File: src/rtl/sr_pulse_driver.sv
// Synchronous driver for the set/reset inputs of a NAND SR latch: synchronises requests, serialises
// them into fixed-width active-low pulses. Optional feedback check: define SR_DRIVER_FB_CHECK_EN.
module sr_pulse_driver #(
    parameter int PULSE_CYCLES = 2,
    parameter int GAP_CYCLES   = 1,
    parameter int SYNC_STAGES  = 2
) (
    input  logic clk,
    input  logic rst_n,
    input  logic set_req,
    input  logic clr_req,
`ifdef SR_DRIVER_FB_CHECK_EN
    input  logic q_fb,
    output logic q_expect,
    output logic fb_fault,
`endif
    output logic s_n,
    output logic r_n,
    output logic busy,
    output logic done
);

    localparam logic [7:0] PULSE_LOAD = 8'(PULSE_CYCLES - 1);
    localparam logic [7:0] GAP_LOAD   = 8'(GAP_CYCLES - 1);

    typedef enum logic [1:0] {
        IDLE  = 2'd0,
        PULSE = 2'd1,
        GAP   = 2'd2
    } state_t;

    state_t                 state_q, state_d;
    logic [7:0]             cnt_q, cnt_d;
    logic [SYNC_STAGES-1:0] set_sync_q, set_sync_d;
    logic [SYNC_STAGES-1:0] clr_sync_q, clr_sync_d;
    logic                   set_dly_q, set_dly_d;
    logic                   clr_dly_q, clr_dly_d;
    logic                   pend_set_q, pend_set_d;
    logic                   pend_clr_q, pend_clr_d;
    logic                   s_n_q, s_n_d;
    logic                   r_n_q, r_n_d;
    logic                   done_q, done_d;
    logic                   set_rise_s, clr_rise_s;
    logic                   dispatch_ok_s, disp_set_s, disp_clr_s;

    // Request synchronisers, rise detection and sticky pending flags
    always_comb begin
        set_sync_d = {set_sync_q[SYNC_STAGES-2:0], set_req};
        clr_sync_d = {clr_sync_q[SYNC_STAGES-2:0], clr_req};
        set_dly_d  = set_sync_q[SYNC_STAGES-1];
        clr_dly_d  = clr_sync_q[SYNC_STAGES-1];
        set_rise_s = set_sync_q[SYNC_STAGES-1] & ~set_dly_q;
        clr_rise_s = clr_sync_q[SYNC_STAGES-1] & ~clr_dly_q;
        // A rise on the dispatch edge re-arms the flag for a later pulse
        pend_set_d = (pend_set_q & ~disp_set_s) | set_rise_s;
        pend_clr_d = (pend_clr_q & ~disp_clr_s) | clr_rise_s;
    end

    // Pulse sequencer: next state, counter and output levels
    always_comb begin
        state_d       = state_q;
        cnt_d         = cnt_q;
        s_n_d         = s_n_q;
        r_n_d         = r_n_q;
        done_d        = 1'b0;
        dispatch_ok_s = 1'b0;
        disp_set_s    = 1'b0;
        disp_clr_s    = 1'b0;
        case (state_q)
            IDLE: begin
                dispatch_ok_s = 1'b1;
            end
            PULSE: begin
                if (cnt_q == 8'd0) begin
                    s_n_d   = 1'b1;
                    r_n_d   = 1'b1;
                    done_d  = 1'b1;
                    state_d = GAP;
                    cnt_d   = GAP_LOAD;
                end else begin
                    cnt_d = cnt_q - 8'd1;
                end
            end
            GAP: begin
                if (cnt_q == 8'd0) begin
                    state_d       = IDLE;
                    dispatch_ok_s = 1'b1;
                end else begin
                    cnt_d = cnt_q - 8'd1;
                end
            end
            default: begin
                state_d = IDLE;
                s_n_d   = 1'b1;
                r_n_d   = 1'b1;
                cnt_d   = 8'd0;
            end
        endcase
        // Dispatch also fires on the edge GAP ends, so no idle cycle is inserted
        if (dispatch_ok_s) begin
            if (pend_clr_q) begin
                state_d    = PULSE;
                r_n_d      = 1'b0;
                cnt_d      = PULSE_LOAD;
                disp_clr_s = 1'b1;
            end else if (pend_set_q) begin
                state_d    = PULSE;
                s_n_d      = 1'b0;
                cnt_d      = PULSE_LOAD;
                disp_set_s = 1'b1;
            end else begin
                state_d = IDLE;
            end
        end else begin
            disp_set_s = 1'b0;
            disp_clr_s = 1'b0;
        end
    end

    // State, synchroniser and output registers
    always_ff @(posedge clk or negedge rst_n) begin
        if (!rst_n) begin
            state_q    <= IDLE;
            cnt_q      <= 8'd0;
            set_sync_q <= '0;
            clr_sync_q <= '0;
            set_dly_q  <= 1'b0;
            clr_dly_q  <= 1'b0;
            pend_set_q <= 1'b0;
            pend_clr_q <= 1'b1;
            s_n_q      <= 1'b1;
            r_n_q      <= 1'b1;
            done_q     <= 1'b0;
        end else begin
            state_q    <= state_d;
            cnt_q      <= cnt_d;
            set_sync_q <= set_sync_d;
            clr_sync_q <= clr_sync_d;
            set_dly_q  <= set_dly_d;
            clr_dly_q  <= clr_dly_d;
            pend_set_q <= pend_set_d;
            pend_clr_q <= pend_clr_d;
            s_n_q      <= s_n_d;
            r_n_q      <= r_n_d;
            done_q     <= done_d;
        end
    end

    assign s_n  = s_n_q;
    assign r_n  = r_n_q;
    assign done = done_q;
    assign busy = (state_q != IDLE) | pend_set_q | pend_clr_q;

`ifdef SR_DRIVER_FB_CHECK_EN
    logic q_expect_q, q_expect_d;
    logic fb_fault_q, fb_fault_d;

    // Expected latch state tracks the pulse just finished; mismatch checked on the last gap cycle
    always_comb begin
        q_expect_d = q_expect_q;
        fb_fault_d = fb_fault_q;
        if ((state_q == PULSE) && (cnt_q == 8'd0)) begin
            q_expect_d = ~s_n_q;
        end else begin
            q_expect_d = q_expect_q;
        end
        if ((state_q == GAP) && (cnt_q == 8'd0) && (q_fb != q_expect_q)) begin
            fb_fault_d = 1'b1;
        end else begin
            fb_fault_d = fb_fault_q;
        end
    end

    // Feedback check registers
    always_ff @(posedge clk or negedge rst_n) begin
        if (!rst_n) begin
            q_expect_q <= 1'b0;
            fb_fault_q <= 1'b0;
        end else begin
            q_expect_q <= q_expect_d;
            fb_fault_q <= fb_fault_d;
        end
    end

    assign q_expect = q_expect_q;
    assign fb_fault = fb_fault_q;
`endif

endmodule

File: config.mk
export PLATFORM = sky130hd
export DESIGN_NAME = sr_pulse_driver
export DESIGN_NICKNAME = d
export VERILOG_FILES = /design/src/rtl/sr_pulse_driver.sv
export SDC_FILE = /design/constraint.sdc
export NUM_CORES = 1
export LEC_CHECK = 0
export CORE_MARGIN = 2
export CORE_UTILIZATION = 55
export CTS_CLUSTER_SIZE = 24
export DETAILED_ROUTE_END_ITERATION = 8
export PLACE_DENSITY = 0.76
export SLEW_MARGIN = 5
export SYNTH_ARGS = -nofsm -noshare
export SYNTH_HDL_FRONTEND = slang
export SYNTH_SLANG_ARGS = --single-unit
export TNS_END_PERCENT = 50
File: constraint.sdc
create_clock -name clk -period 5 [get_ports clk]
set_input_delay 1 -clock clk [delete_from_list [all_inputs] [get_ports clk]]
set_output_delay 1 -clock clk [all_outputs]
set_load 0.01 [all_outputs]
==> results.ini, run 1 <==
[power_and_ir_drop]
max-vdd-ir-drop_mv = 0.307
clockPowerShare = 0.121
power_frac_seq = 0.469
swShare = 0.390
total_switching_power_w = 0.000249
power.combinational.fraction = 0.410
internal_power_w = 0.000389
power_density_nw_per_um2 = 548
power.static_leakage_nw = 0.490

[grt]
grt_first_pass_wirelength_um = 2870
grt_usage = 0.188
grt_max_degree = 22
globalRouteOverflowTotal = 0
grt_antenna_before_repair = 0
first_global_vias = 676

[clock_tree]
postCtsSetupRepairBufs = 0
num_clock_sinks = 21
ctsResizeCount = 0
clock-root-buffer = clkbuf_4
clk_latency_worst_skew_pair_ns = 0.30
clk_transition_reported_paths_ns = 0.11
ctsHoldBuffers = 0
cts_tree = done
clock_tree.htree_level_count = 1
cts_buf_count = 3
cts_buffer_depth = 2

[final_layout]
nets = 113
diodes = 0
syn_to_final_growth_pct = 9.16
final_cell_mix = dfrtp_1 (18), inv_1 (8), clkdlybuf4s50_1 (7)
drive_above_1_share = 0.152
fillerInstances = 136
layout_commonest_cell = dfrtp_1

[detailed_routing]
drt_first_pass_iters = 5
vias = 789
dr.first_iter.drc_count = 15
ant_nets = 0
route.detailed.wl_per_inst_um = 14.1
route.detailed.vias_per_inst = 6.07
totalWireLength_um = 1830
drcViolationCount = 0

[critical_path]
critical_path.max_fanout = 17
critPathKind = reg -> out
setup.worst_path.start_class = flop
timing.rr.start = cnt_q[0]$_DFF_PN0_
cp.arrival_ns = 1.91
cp_data_required_time_ns = 4.00
startpoint = state_q[0]$_DFFE_PN0P_
rr_worst_depth = 7
setup.worst_path.end_class = output port

[worst_hold_path]
timing.hold.worst.start = set_sync_q[0]$_DFF_PN0_
hp-class = reg -> reg
worst_hold_path.num_cells = 0

[synthesis]
synth.ff_latch_count = 21
post_synthesis_simple_gate_area_fraction = 0.168
synth_fa_ha_area_frac = 0.0352
netlist.area_leader.share = 0.423
synth.area.mux_share = 0
synth_edf_count = 0
mean_cell_area_of_the_mapped_netlist_um2 = 10.8
fraction_of_synthesis_flops_using_an_asynchronous_set_or_reset_pin = 1.00
postSynthCellCount = 99
post_synthesis_compound_gate_area_fraction = 0.235
synth-seq-area-share = 0.496
synth_top_family_by_area = compound AO/OA/AOI/OAI gates
synth.area.top_cells = dfrtp_1 (42%), dfstp_2 (7.4%), a31oi_1 (3.5%), ha_1 (3.5%), inv_1 (2.8%)
syn_nets = 106
synthXorXnorAreaFrac = 0.00822
synthesis.area_um2 = 1070
synth_top_flop_cell = dfrtp_1
netlist.top_cell.by_area = dfrtp_1
ys_warn_count = 0
synth.lib_cells_used.distinct = 41

[timing]
worst_margin_slew_ns = 0.876
final-setup-viol-count = 0
period_minus_slack_ns = 2.91
max_slew_margin = 0.414
finalClockSkew_ns = 0.00113
finalHoldViolations = 0
finalCritPeriodShare = 0.582
rsz0062_at_grt = no
fin_setup_tns_ns = 0
peak_freq_mhz = 344
final-max-slew-violation-count = 0
fin_hold_ws_ns = 0.366

[place]
dp_hpwl_um = 1350
buffer_ports.inserted = 7
gp_congestion = 0.896

[die]
core_region_area_um2 = 1780
fp.dieArea_um2 = 2310
die-width_um = 48.0
io_pins = 8
placement_rows = 15
die_y_um = 48.0
floorplan.initialDensity = 0.598

[status]
run_status = complete, no violations

[job]
timing.max_cap.violations = 0

per-stage QoR:
step	total power, W	cell area [um^2]	util	instances	worst slack, ns
global route	0.000690	1160	0.653	130	1.91
floorplan	0.000496	1070	-	99	3.03
detailed placement	0.000562	1140	0.637	126	2.44
finish	0.000638	1160	0.653	130	2.09
global placement	0.000556	1140	0.637	126	2.48
CTS	0.000644	1160	0.653	130	2.09
final cells by class:
class                   instances  area [um^2]  share of cell area
inverters                       8         30.0              0.0258
clock inverters                 1         5.00             0.00430
repair buffers                  7         70.1              0.0602
flip-flops and latches         21          529               0.455
multi-input cells              65          475               0.409
well taps                      25         31.3              0.0269
clock buffers                   3         22.5              0.0194
critical path: stages, from the launching register on:
cell and delay, ns:
dfrtp_1 0.58, nor3_1 0.31, nand2_1 0.20, clkdlybuf4s50_1 0.52
kinds of logic after synthesis:
group	Yosys count
fa+ha+maj	3
compound gates	34
xor+xnor	1
simple gates	27
flops	21
buf+inv	13
power groups by stage:
stage	clock (W)	sequential [W]	combinational [W]
4_1_cts	0.0000827	0.000299	0.000263
5_1_grt	0.0000928	0.000309	0.000289
2_1_floorplan	0	0.000280	0.000216
3_5_place_dp	0	0.000303	0.000260
6_report	0.0000770	0.000299	0.000261
3_3_place_gp	0	0.000301	0.000255
registers in the layout (all words and copies together) (netlist names):
| register | flops |
|---|---|
| clr_sync_q | 2 |
| done | 1 |
| set_dly_q | 1 |
| state_q | 2 |
| r_n | 1 |
| pend_set_q | 1 |
| clr_dly_q | 1 |
| s_n | 1 |
| cnt_q | 8 |
| pend_clr_q | 1 |
| set_sync_q | 2 |
worst paths after layout:
| check | to | slack, ns |
|---|---|---|
| setup / recovery | busy | 2.09 |
| hold / removal | set_sync_q[1]$_DFF_PN0_ | 0.37 |
| setup reg to reg | cnt_q[0]$_DFF_PN0_ | 3.01 |
| hold reg to reg | set_sync_q[1]$_DFF_PN0_ | 0.37 |
| max in group asynchronous | state_q[1]$_DFFE_PN0P_ | 3.28 |
| min in group asynchronous | cnt_q[0]$_DFF_PN0_ | 1.19 |
Yosys cell counts, types with 3 or more instances:
library cell,n
a21oi_1,5
a31oi_1,6
dfrtp_1,18
dfstp_2,3
ha_1,3
inv_1,8
nand2_1,3
nand2b_1,3
nand3_1,3
nor2_1,3
nor3_1,5
o21ai_1,3
o22ai_1,3
routing by layer:
layer / part of all wire / vias to the layer above / GRT usage
met4: 0.0077 / 0 / 0.103
met1: 0.46 / 389 / 0.246
met3: 0.026 / 2 / 0.0377
li1: - / 380 / -
met5: 0 / - / 0
met2: 0.51 / 18 / 0.291
Note: power is estimated with default switching activity, not from simulation.
==> inputs of run 2 (changes only) <==
clock period = 2.9 ns   (was 5 ns; I/O delays follow)
==> results.ini, run 2 (synthesized netlist as in run 1, its figures left out) <==
[critical_path]
cp_data_required_time_ns = 2.32
cp.arrival_ns = 1.95
setup.worst_path.start_class = flop
critical_path.max_fanout = 17
setup.worst_path.end_class = output port
critPathKind = reg -> out

[die]
placement_rows = 15
core_region_area_um2 = 1780
die_y_um = 48.0
fp.dieArea_um2 = 2310
io_pins = 8
floorplan.initialDensity = 0.598
die-width_um = 48.0

[worst_hold_path]
hp-class = reg -> reg

[clock_tree]
ctsHoldBuffers = 0
clk_transition_reported_paths_ns = 0.13
postCtsSetupRepairBufs = 0
clock_tree.htree_level_count = 1
cts_buf_count = 3
cts_tree = done
num_clock_sinks = 21
clock-root-buffer = clkbuf_4
ctsResizeCount = 0
clk_latency_worst_skew_pair_ns = 0.32
cts_buffer_depth = 2

[final_layout]
layout_commonest_cell = dfrtp_1
drive_above_1_share = 0.160
syn_to_final_growth_pct = 10.1
fillerInstances = 141
final_core_util = 0.658
diodes = 0
largest_register_ff_count = 8
final_cell_mix = dfrtp_1 (18), inv_1 (8), clkdlybuf4s50_1 (7)
multiInputGateArea_um2 = 475
nets = 114
area.sequential_um2 = 529
top_register = cnt_q

[grt]
grt_util_met3 = 0.0679
grt.met2_usage = 0.336
grt_antenna_before_repair = 0
global_route.peak_usage_layer = met2
grt_max_degree = 22
grt_usage = 0.199
globalRouteOverflowTotal = 0
globalRouteMet1Util = 0.238
grt_first_pass_wirelength_um = 3030
first_global_vias = 693

[detailed_routing]
route.detailed.vias_per_inst = 5.96
drcViolationCount = 0
ant_nets = 0
totalWireLength_um = 1960
drt_first_pass_iters = 4
dr.first_iter.drc_count = 11
route.detailed.wl_per_inst_um = 15.0
vias = 781

[timing]
finalCritPeriodShare = 0.874
fin_setup_tns_ns = 0
finalHoldViolations = 0
rsz0062_at_grt = no
peak_freq_mhz = 395
max_slew_margin = 0.662
final-max-slew-violation-count = 0
period_minus_slack_ns = 2.53
fin_hold_ws_ns = 0.363
finalClockSkew_ns = 0.00791
final-setup-viol-count = 0
worst_margin_slew_ns = 0.507

[status]
run_status = complete, no violations

[place]
gp_congestion = 0.853
buffer_ports.inserted = 7
dp_hpwl_um = 1410

[power_and_ir_drop]
max-vdd-ir-drop_mv = 0.518
power_density_nw_per_um2 = 960
power.static_leakage_nw = 0.491

[job]
timing.max_cap.violations = 0

## run 2: cell types whose count changed in the layout (fill, tap and decap cells not counted), sizes merged
cell,delta
clkinv,-1
buf,+1
clkinvlp,+1
## run 2: path summary, 6_finish.rpt
| check | cells after the start | end | slack, ns | start |
|---|---|---|---|---|
| setup / recovery | 3 | busy | 0.37 | state_q[0]$_DFFE_PN0P_ |
| hold / removal | 0 | set_sync_q[1]$_DFF_PN0_ | 0.36 | set_sync_q[0]$_DFF_PN0_ |
| setup reg to reg | 7 | cnt_q[0]$_DFF_PN0_ | 0.94 | cnt_q[0]$_DFF_PN0_ |
| hold reg to reg | 0 | set_sync_q[1]$_DFF_PN0_ | 0.36 | set_sync_q[0]$_DFF_PN0_ |
| max in group asynchronous | 2 | s_n$_DFF_PN1_ | 2.04 | rst_n |
| min in group asynchronous | 2 | done$_DFF_PN0_ | 0.59 | rst_n |
## run 2: cell type report
class / count / share of cell area
timing repair buffer: 8 / 0.0661
tap: 25 / 0.0267
clock inverter: 1 / 0.00640
inverter: 8 / 0.0256
multi-input combinational: 65 / 0.405
sequential: 21 / 0.451
clock buffer: 3 / 0.0192
## run 2: metal layers
metal  up-vias  share of wire
li1        385              -
met1       373           0.48
met2        19           0.47
met3         4          0.037
met4         0          0.014
met5         -              0
## run 2: per-stage QoR
step / std cells / setup WS, ns / total power [W] / area (um^2)
after global routing: 131 / 0.195 / 0.00120 / 1170
after global placement: 127 / 0.806 / 0.000959 / 1140
after detailed placement: 127 / 0.741 / 0.000980 / 1140
final: 131 / 0.366 / 0.00113 / 1170
after floorplan: 99 / 1.18 / 0.000855 / 1070
after CTS: 131 / 0.380 / 0.00113 / 1170
## run 2: critical path: stages, from the launching register on
cell	delay [ns]
dfrtp_1	0.59
nor3_1	0.31
nand2_1	0.21
clkdlybuf4s50_1	0.53
## run 2: power breakdown
part	switching [W]	internal [W]	total, W	leakage (nW)
Sequential	0.000125	0.000396	0.000521	0.244
Clock	0.0000985	0.0000527	0.000151	0.0139
Combinational	0.000228	0.000226	0.000454	0.233
Total	0.000452	0.000674	0.00113	0.491
==> inputs of run 3 (changes only) <==
CORE_UTILIZATION = 45   (was 55)
PLACE_DENSITY = not set   (was 0.76)
==> results.ini, run 3 (synthesized netlist as in run 1, its figures left out) <==
[status]
run_status = complete, no violations

[detailed_routing]
route.detailed.wl_per_inst_um = 14.7
drt_first_pass_iters = 4
totalWireLength_um = 1970
ant_nets = 0
route.detailed.vias_per_inst = 5.93
drcViolationCount = 0
dr.first_iter.drc_count = 12
vias = 794

[timing]
finalHoldViolations = 0
finalCritPeriodShare = 0.874
finalClockSkew_ns = 0.00865
max_slew_margin = 0.645
fin_setup_tns_ns = 0
final-max-slew-violation-count = 0
peak_freq_mhz = 394
period_minus_slack_ns = 2.53
worst_margin_slew_ns = 0.533
rsz0062_at_grt = no
final-setup-viol-count = 0
fin_hold_ws_ns = 0.366

[die]
fp.dieArea_um2 = 2770
die_y_um = 52.7
core_region_area_um2 = 2230
floorplan.initialDensity = 0.477
io_pins = 8
placement_rows = 17
die-width_um = 52.7

[grt]
first_global_vias = 753
globalRouteMet1Util = 0.252
grt_max_degree = 22
grt_first_pass_wirelength_um = 3570
grt_util_met3 = 0.0343
grt_usage = 0.181
grt_antenna_before_repair = 0
globalRouteOverflowTotal = 0
grt.met2_usage = 0.263
global_route.peak_usage_layer = met2

[clock_tree]
clock-root-buffer = clkbuf_4
num_clock_sinks = 21
cts_tree = done
clock_tree.htree_level_count = 1
clk_latency_worst_skew_pair_ns = 0.31
ctsResizeCount = 0
postCtsSetupRepairBufs = 0
clk_transition_reported_paths_ns = 0.11
ctsHoldBuffers = 0
cts_buffer_depth = 2
cts_buf_count = 3

[power_and_ir_drop]
swShare = 0.392
total_switching_power_w = 0.000434
clockPowerShare = 0.127
power_frac_seq = 0.469
power.combinational.fraction = 0.405
max-vdd-ir-drop_mv = 0.463
power_density_nw_per_um2 = 944
internal_power_w = 0.000674
power.static_leakage_nw = 0.492

[critical_path]
setup.worst_path.end_class = output port
critical_path.max_fanout = 17
cp_data_required_time_ns = 2.32
critPathKind = reg -> out
setup.worst_path.start_class = flop
cp.arrival_ns = 1.95

[place]
gp_congestion = 0.785
buffer_ports.inserted = 7
dp_hpwl_um = 1400
placed_area_um2 = 1150

[final_layout]
syn_to_final_growth_pct = 10.1
top_register = cnt_q
final_cell_mix = dfrtp_1 (18), inv_1 (8), clkdlybuf4s50_1 (7)
layout.cell_area.non_filler_um2 = 1170
drive_above_1_share = 0.151
diodes = 0
layout_commonest_cell = dfrtp_1
largest_register_ff_count = 8
nets = 114

[worst_hold_path]
hp-class = reg -> reg

[job]
timing.max_cap.violations = 0

[run 3: cell count changes in the layout (fill, tap and decap cells not counted)]
| cell | delta |
|---|---|
| clkbuf_1 | +1 |
| clkinvlp_4 | -1 |
[run 3: cell type report]
type / count / area (um^2)
Inverter: 8 / 30.0
Timing Repair Buffer: 8 / 77.6
Tap cell: 28 / 35.0
Sequential cell: 21 / 529
Fill cell: 211 / 1060
Clock buffer: 4 / 26.3
Multi-Input combinational cell: 65 / 475
[run 3: path summary, 6_finish.rpt]
check | from | end | slack (ns) | depth (start not counted)
max in group asynchronous | rst_n | s_n$_DFF_PN1_ | 2.03 | 2
min | set_sync_q[0]$_DFF_PN0_ | set_sync_q[1]$_DFF_PN0_ | 0.37 | 0
min reg2reg | set_sync_q[0]$_DFF_PN0_ | set_sync_q[1]$_DFF_PN0_ | 0.37 | 0
max | state_q[0]$_DFFE_PN0P_ | busy | 0.37 | 3
min in group asynchronous | rst_n | cnt_q[2]$_DFF_PN0_ | 0.59 | 2
max reg2reg | cnt_q[0]$_DFF_PN0_ | cnt_q[0]$_DFF_PN0_ | 0.93 | 7
[run 3: metrics by stage]
stage                     worst slack, ns  utilization  std cells  total power, W
final                               0.365        0.525        134         0.00111
after floorplan                      1.18            -         99        0.000855
after detailed placement            0.740        0.514        130        0.000969
after global placement              0.790        0.514        130        0.000962
after CTS                           0.393        0.525        134         0.00111
after global routing                0.201        0.525        134         0.00122
[run 3: metal layers]
metal,wire length [um],up-vias
met4,46,0
met2,912,17
li1,-,382
met5,0,-
met1,952,390
met3,62,5
[run 3: power by group through the flow]
stage / Combinational [W] / Clock, W / Sequential, W
after global placement: 0.000442 / 0 / 0.000520
after CTS: 0.000450 / 0.000146 / 0.000518
after floorplan: 0.000372 / 0 / 0.000483
final: 0.000448 / 0.000140 / 0.000519
after detailed placement: 0.000443 / 0 / 0.000525
after global routing: 0.000516 / 0.000162 / 0.000539
[run 3: worst max-delay path, cell delays in order, from the launching register on]
cell             delay, ns
dfrtp_1               0.69
nor3_1                0.15
nand2_1               0.23
clkdlybuf4s50_1       0.58
